<file path="src/rtl/bus_region_ctrl.sv">
// bus_region_ctrl: 8088 bus region decoder with per-region wait states and bus error flagging.
//
// Parameters
//   NUM_REGIONS  number of decoded regions (1..8)
//   ADDR_W       address width
//   WAIT_W       wait-state count width per region
//   REGION_BASE  packed base addresses, region k at [k*ADDR_W +: ADDR_W]
//   REGION_MASK  packed compare masks, 1 = bit compared
//   REGION_IO    per-region space select, 1 = IO cycles, 0 = memory cycles
//
// Ports
//   CLK       bus clock
//   RESET_N   asynchronous active-low reset
//   ALE       address latch enable; starts (or aborts and restarts) a bus cycle
//   IOM       1 = IO cycle, 0 = memory cycle
//   RD_N      CPU read strobe, active low
//   WR_N      CPU write strobe, active low
//   ADDR      latched bus address
//   WAIT_CFG  per-region wait states, sampled on the strobe edge
//   CS_N      one-hot-cold chip selects
//   OE        device read enable
//   WE        device write enable
//   READY     CPU READY; low inserts wait states
//   BUS_ERR   one-cycle pulse on an unmapped or illegal access
//   ERR_CNT   saturating count of BUS_ERR pulses
//
// Build option
//   BUSCTRL_TIMEOUT_EN  when defined, 15 strobe-less cycles in ADDR raise a bus error.
module bus_region_ctrl #(
    parameter int                            NUM_REGIONS = 4,
    parameter int                            ADDR_W      = 20,
    parameter int                            WAIT_W      = 3,
    parameter logic [NUM_REGIONS*ADDR_W-1:0] REGION_BASE = '0,
    parameter logic [NUM_REGIONS*ADDR_W-1:0] REGION_MASK = '0,
    parameter logic [NUM_REGIONS-1:0]        REGION_IO   = '0
) (
    input  logic                          CLK,
    input  logic                          RESET_N,
    input  logic                          ALE,
    input  logic                          IOM,
    input  logic                          RD_N,
    input  logic                          WR_N,
    input  logic [ADDR_W-1:0]             ADDR,
    input  logic [NUM_REGIONS*WAIT_W-1:0] WAIT_CFG,
    output logic [NUM_REGIONS-1:0]        CS_N,
    output logic                          OE,
    output logic                          WE,
    output logic                          READY,
    output logic                          BUS_ERR,
    output logic [7:0]                    ERR_CNT
);
    localparam int HW = NUM_REGIONS > 1 ? $clog2(NUM_REGIONS) : 1;
    localparam logic [2:0] S_IDLE = 3'd0;
    localparam logic [2:0] S_ADDR = 3'd1;
    localparam logic [2:0] S_WAIT = 3'd2;
    localparam logic [2:0] S_XFER = 3'd3;
    localparam logic [2:0] S_ERR  = 3'd4;

    logic [2:0]        state, nxt;
    logic [HW-1:0]     hit, lk_hit, sel_hit;
    logic              hit_v, lk_v, sel_v;
    logic [WAIT_W-1:0] cnt, nxt_cnt, cfg;
    logic              rd, nxt_rd;
    logic              strobe, both_low, to_hit, busy, err_entry;

    // Address decode on the live bus; lowest matching index wins, so scan downwards.
    always_comb begin
        hit   = '0;
        hit_v = 1'b0;
        for (int k = NUM_REGIONS - 1; k >= 0; k--) begin
            if ((((ADDR ^ REGION_BASE[k*ADDR_W +: ADDR_W]) & REGION_MASK[k*ADDR_W +: ADDR_W]) == '0)
                && (REGION_IO[k] == IOM)) begin
                hit   = HW'(k);
                hit_v = 1'b1;
            end
        end
    end

    assign strobe   = RD_N ^ WR_N;
    assign both_low = ~RD_N & ~WR_N;
    assign cfg      = WAIT_CFG[int'(lk_hit)*WAIT_W +: WAIT_W];
    // An ALE edge supplies a fresh decode; otherwise the latched one stays in force.
    assign sel_hit  = ALE ? hit : lk_hit;
    assign sel_v    = ALE ? hit_v : lk_v;

`ifdef BUSCTRL_TIMEOUT_EN
    logic [3:0] to_cnt;
    // to_cnt counts completed strobe-less ADDR cycles; the 15th one trips.
    assign to_hit = to_cnt == 4'd14;
    always_ff @(posedge CLK or negedge RESET_N) begin
        if (!RESET_N)
            to_cnt <= '0;
        else
            to_cnt <= (state == S_ADDR && !ALE && nxt == S_ADDR) ? to_cnt + 4'd1 : 4'd0;
    end
`else
    assign to_hit = 1'b0;
`endif

    always_comb begin
        nxt     = state;
        nxt_cnt = cnt;
        nxt_rd  = rd;
        if (ALE) begin
            nxt     = S_ADDR;
            nxt_cnt = '0;
        end else begin
            case (state)
                S_IDLE: nxt = S_IDLE;
                S_ADDR: begin
                    if (both_low)
                        nxt = S_ERR;
                    else if (strobe) begin
                        if (!lk_v)
                            nxt = S_ERR;
                        else begin
                            nxt_rd  = ~RD_N;
                            nxt_cnt = cfg;
                            nxt     = (cfg == '0) ? S_XFER : S_WAIT;
                        end
                    end else if (to_hit)
                        nxt = S_ERR;
                end
                S_WAIT: begin
                    nxt_cnt = cnt - 1'b1;
                    nxt     = (cnt == WAIT_W'(1)) ? S_XFER : S_WAIT;
                end
                S_XFER: nxt = (rd ? RD_N : WR_N) ? S_IDLE : S_XFER;
                S_ERR:  nxt = (RD_N && WR_N) ? S_IDLE : S_ERR;
                default: nxt = S_IDLE;
            endcase
        end
    end

    assign busy      = nxt == S_ADDR || nxt == S_WAIT || nxt == S_XFER;
    assign err_entry = nxt == S_ERR && state != S_ERR;

    // Outputs are registered from the next state so they change on the deciding edge.
    always_ff @(posedge CLK or negedge RESET_N) begin
        if (!RESET_N) begin
            state   <= S_IDLE;
            cnt     <= '0;
            rd      <= 1'b0;
            lk_hit  <= '0;
            lk_v    <= 1'b0;
            CS_N    <= '1;
            OE      <= 1'b0;
            WE      <= 1'b0;
            READY   <= 1'b1;
            BUS_ERR <= 1'b0;
            ERR_CNT <= '0;
        end else begin
            state   <= nxt;
            cnt     <= nxt_cnt;
            rd      <= nxt_rd;
            lk_hit  <= sel_hit;
            lk_v    <= sel_v;
            CS_N    <= (busy && sel_v) ? ~(NUM_REGIONS'(1) << sel_hit) : '1;
            OE      <= nxt == S_XFER && nxt_rd;
            WE      <= nxt == S_XFER && !nxt_rd;
            READY   <= nxt != S_WAIT;
            BUS_ERR <= err_entry;
            ERR_CNT <= (err_entry && ERR_CNT != 8'hFF) ? ERR_CNT + 8'd1 : ERR_CNT;
        end
    end
endmodule

</file>
<file path="config.mk">
export PLATFORM = sky130hd
export DESIGN_NAME = bus_region_ctrl
export DESIGN_NICKNAME = d
export VERILOG_FILES = /design/src/rtl/bus_region_ctrl.sv
export SDC_FILE = /design/constraint.sdc
export NUM_CORES = 1
export LEC_CHECK = 0
export BUFFER_PORTS_ARGS = -buffer_cell sky130_fd_sc_hd__buf_4
export CORE_UTILIZATION = 43
export CTS_BUF_LIST = sky130_fd_sc_hd__clkbuf_16
export DETAILED_ROUTE_END_ITERATION = 16
export PLACE_DENSITY = 0.85
export RECOVER_POWER = 100
export SETUP_SLACK_MARGIN = 0.4
export SLEW_MARGIN = 10
export SYNTH_ARGS = -nofsm -noshare
export SYNTH_HDL_FRONTEND = slang
export SYNTH_SLANG_ARGS = --single-unit
</file>
<file path="constraint.sdc">
create_clock -name CLK -period 1.85 [get_ports CLK]
set_clock_uncertainty 0.2 [all_clocks]
set_input_delay 0.37 -clock CLK [delete_from_list [all_inputs] [get_ports CLK]]
set_output_delay 0.37 -clock CLK [all_outputs]
set_load 0.01 [all_outputs]
</file>
==> results_dict.tcl <==
set metrics [dict create \
    clockBufferDepth 2 \
    grt_pass1_vias 1265 \
    final_cell_mix "buf_4, buf_6, dfrtp_1, dfrtp_2, nand2_1" \
    grt_start_max_net_pins 27 \
    vias_per_cell 5.825 \
    critPathMaxFanout 5 \
    slowest_delay_ns 0.57 \
    synth-edff-count 0 \
    dieArea_um2 3367 \
    place_inst 204 \
    wl_per_cell_um 19.14 \
    crit_family "simple AND/OR/NAND/NOR gates" \
    finalNonFillerCells 223 \
    synth_cell_types 42 \
    netSwitchingPower_mw 0.6803 \
    start_util 0.4732 \
    synth_flop_cell "dfrtp_1" \
    startpoint_type "register" \
    seq_power_share 0.340 \
    drcViolationCount 2 \
    rsz0062_at_grt "yes" \
    root_buffer "clkbuf_16" \
    antenna_found_initial 0 \
    num_rows 19 \
    hpwl_um 2405 \
    htree_levels 1 \
    synth.avg_cell_area_um2 11.07 \
    seq_area_um2 669.4 \
    crit_path_cell_trace "mux4_2 > or4_4 > a211oi_2" \
    combPwrFrac 0.375 \
    setup_viol 7 \
    total_leakage_power_nw 1.067 \
    maxSlewViolCount 0 \
    p_sw_frac 0.3083 \
    total_power_mw 2.206 \
    fp.dieW_um 58.03 \
    peakVddDrop_v 0.0009226 \
    status "complete, but fails checks" \
    finalHoldViolations 0 \
    fin_ws_ns -0.1911 \
    n_antenna_cell 0 \
    clock_sinks 26 \
    syn-cell-area_um2 1350 \
    wl_um 4268 \
    p_int_mw 1.526 \
    violations "design-rule violations, negative setup slack" \
    grt_pass1_wl_um 5685 \
    tns_ns -0.7238 \
    crit_buf_inv 0 \
    antenna_left 0 \
    crit_path_end_kind "register" \
    layout.nets 236 \
    maxCapViolations 0 \
    core_um2 2853 \
    period_share 1.103 \
    die_h_um 58.03 \
    via_count 1299 \
    yosysSeqAreaShare 0.4866 \
    arrival_ns 2.01 \
    clk_pin_slew_ns 0.07 \
    syn_inst 122 \
    holdCritPathClass "in2reg" \
    multiInputGateArea_um2 937.1 \
    cts_inserted_buffers 3 \
    ys_seq_elements 26 \
    synth_warnings 0 \
    firstDrtPassIters 10 \
    drt_iter0_markers 47 \
    syn_to_final_growth_pct 79.80 \
    fin_crit_ns 2.041 \
    async_flop_share 1.000 \
    critPathSlowestCell "or4_4" \
    drive_gt1_frac 0.6979 \
    clock_latency_ns 0.26 \
    synth_nets 165 \
    track_usage 0.2268 \
    clkPwrFrac 0.285 \
    relSlewSlack 0.7754 \
    fill_cells 133 \
    gp_congestion 0.8555 \
    layout.cells.most_common "buf_4" \
    p_per_area_nw_per_um2 908.9 \
    worstSetupPathType "reg2reg" \
    cp.required_ns 1.82 \
    ios 54 \
    max_freq_ghz 0.4899 \
    worst_pin_slew_ns 0.3369 \
    port_buffers 33 \
    cts_tree "yes" \
    grt-ovfl-total 0 \
]
[metal layers]
layer,global-route usage,wire [um],up-vias
li1,-,-,578
met1,0.2394,1515,658
met2,0.4532,2409,51
met3,0.04464,203,12
met4,0.05442,140,0
met5,0,0,-
[stage by stage]
step | worst slack, ns | hold slack [ns] | util | cell area [um^2]
final | -0.1911 | 0.1461 | 0.8509 | 2427
after global routing | -0.2718 | 0.1553 | 0.8509 | 2427
after CTS | -0.1811 | 0.1083 | 0.7868 | 2245
after detailed placement | -0.2659 | 0.09590 | 0.6768 | 1931
after global placement | -0.2460 | 0.08862 | 0.6768 | 1931
after floorplan | -0.1234 | -0.1256 | - | 1505
[kinds of logic after synthesis]
| group | after synthesis | share of synthesized area |
|---|---|---|
| xor gates and xnor gates | 7 | 0.04541 |
| and+or+nand+nor | 39 | 0.1733 |
| DFF | 26 | 0.4866 |
| AOI/OAI and AO/OA | 27 | 0.1437 |
| adders and majority gates | 5 | 0.04634 |
| buffers and inverters | 13 | 0.03614 |
| muxes | 5 | 0.06858 |
[final timing paths]
kind / startpoint / endpoint / slack, ns / depth (start not counted)
worst max-delay path: lk_hit[0] / OE / -0.19 / 3
worst min-delay path: IOM / lk_v / 0.15 / 2
worst max register to register: lk_hit[0] / OE / -0.19 / 3
worst min register to register: ERR_CNT[3] / ERR_CNT[3] / 0.33 / 1
max in group asynchronous: RESET_N / CS_N[2] / 0.80 / 2
min in group asynchronous: RESET_N / ERR_CNT[4] / 0.35 / 2
[area by class of cell]
type / instances / share of cell area
Timing Repair Buffer: 67 / 0.2521
Tap cell: 31 / 0.01598
Multi-Input combinational cell: 83 / 0.3861
Sequential cell: 26 / 0.2758
Clock inverter: 1 / 0.01237
Clock buffer: 3 / 0.03093
Inverter: 12 / 0.02680
[sequential cells by signal (all words and copies together) (netlist names)]
signal,count
BUS_ERR,1
CS_N,4
ERR_CNT,8
OE,1
READY,1
WE,1
cnt,3
lk_hit,2
lk_v,1
rd,1
state,3
[power by group through the flow]
stage | Clock (mW) | Combinational (mW) | Sequential, mW
2_1_floorplan | 0 | 0.261 | 0.767
4_1_cts | 0.636 | 0.664 | 0.744
3_5_place_dp | 0 | 0.533 | 0.750
3_3_place_gp | 0 | 0.507 | 0.746
6_report | 0.629 | 0.826 | 0.751
5_1_grt | 0.654 | 0.880 | 0.760
[synth_stat cells, types with 3 or more instances]
library cell	n	area, um^2
nor2_1	4	15.01
nand2_1	12	45.04
inv_1	12	45.04
ha_1	5	62.56
a21oi_1	5	25.02
dfstp_2	5	131.4
a31oi_1	3	18.77
nand3_1	6	30.03
a211oi_1	6	45.04
dfrtp_1	21	525.5
a2111oi_0	3	26.28
xor2_1	6	52.55
[what timing repair did]
item                       4_1_cts  5_1_grt
setup buffers                    6        8
hold buffers                     1        0
pin swaps                       16       11
hold endpoints to repair        21        0
resized for setup               42       26
setup endpoints to repair       30       34
No activity file was read; power rests on OpenSTA's default activity.
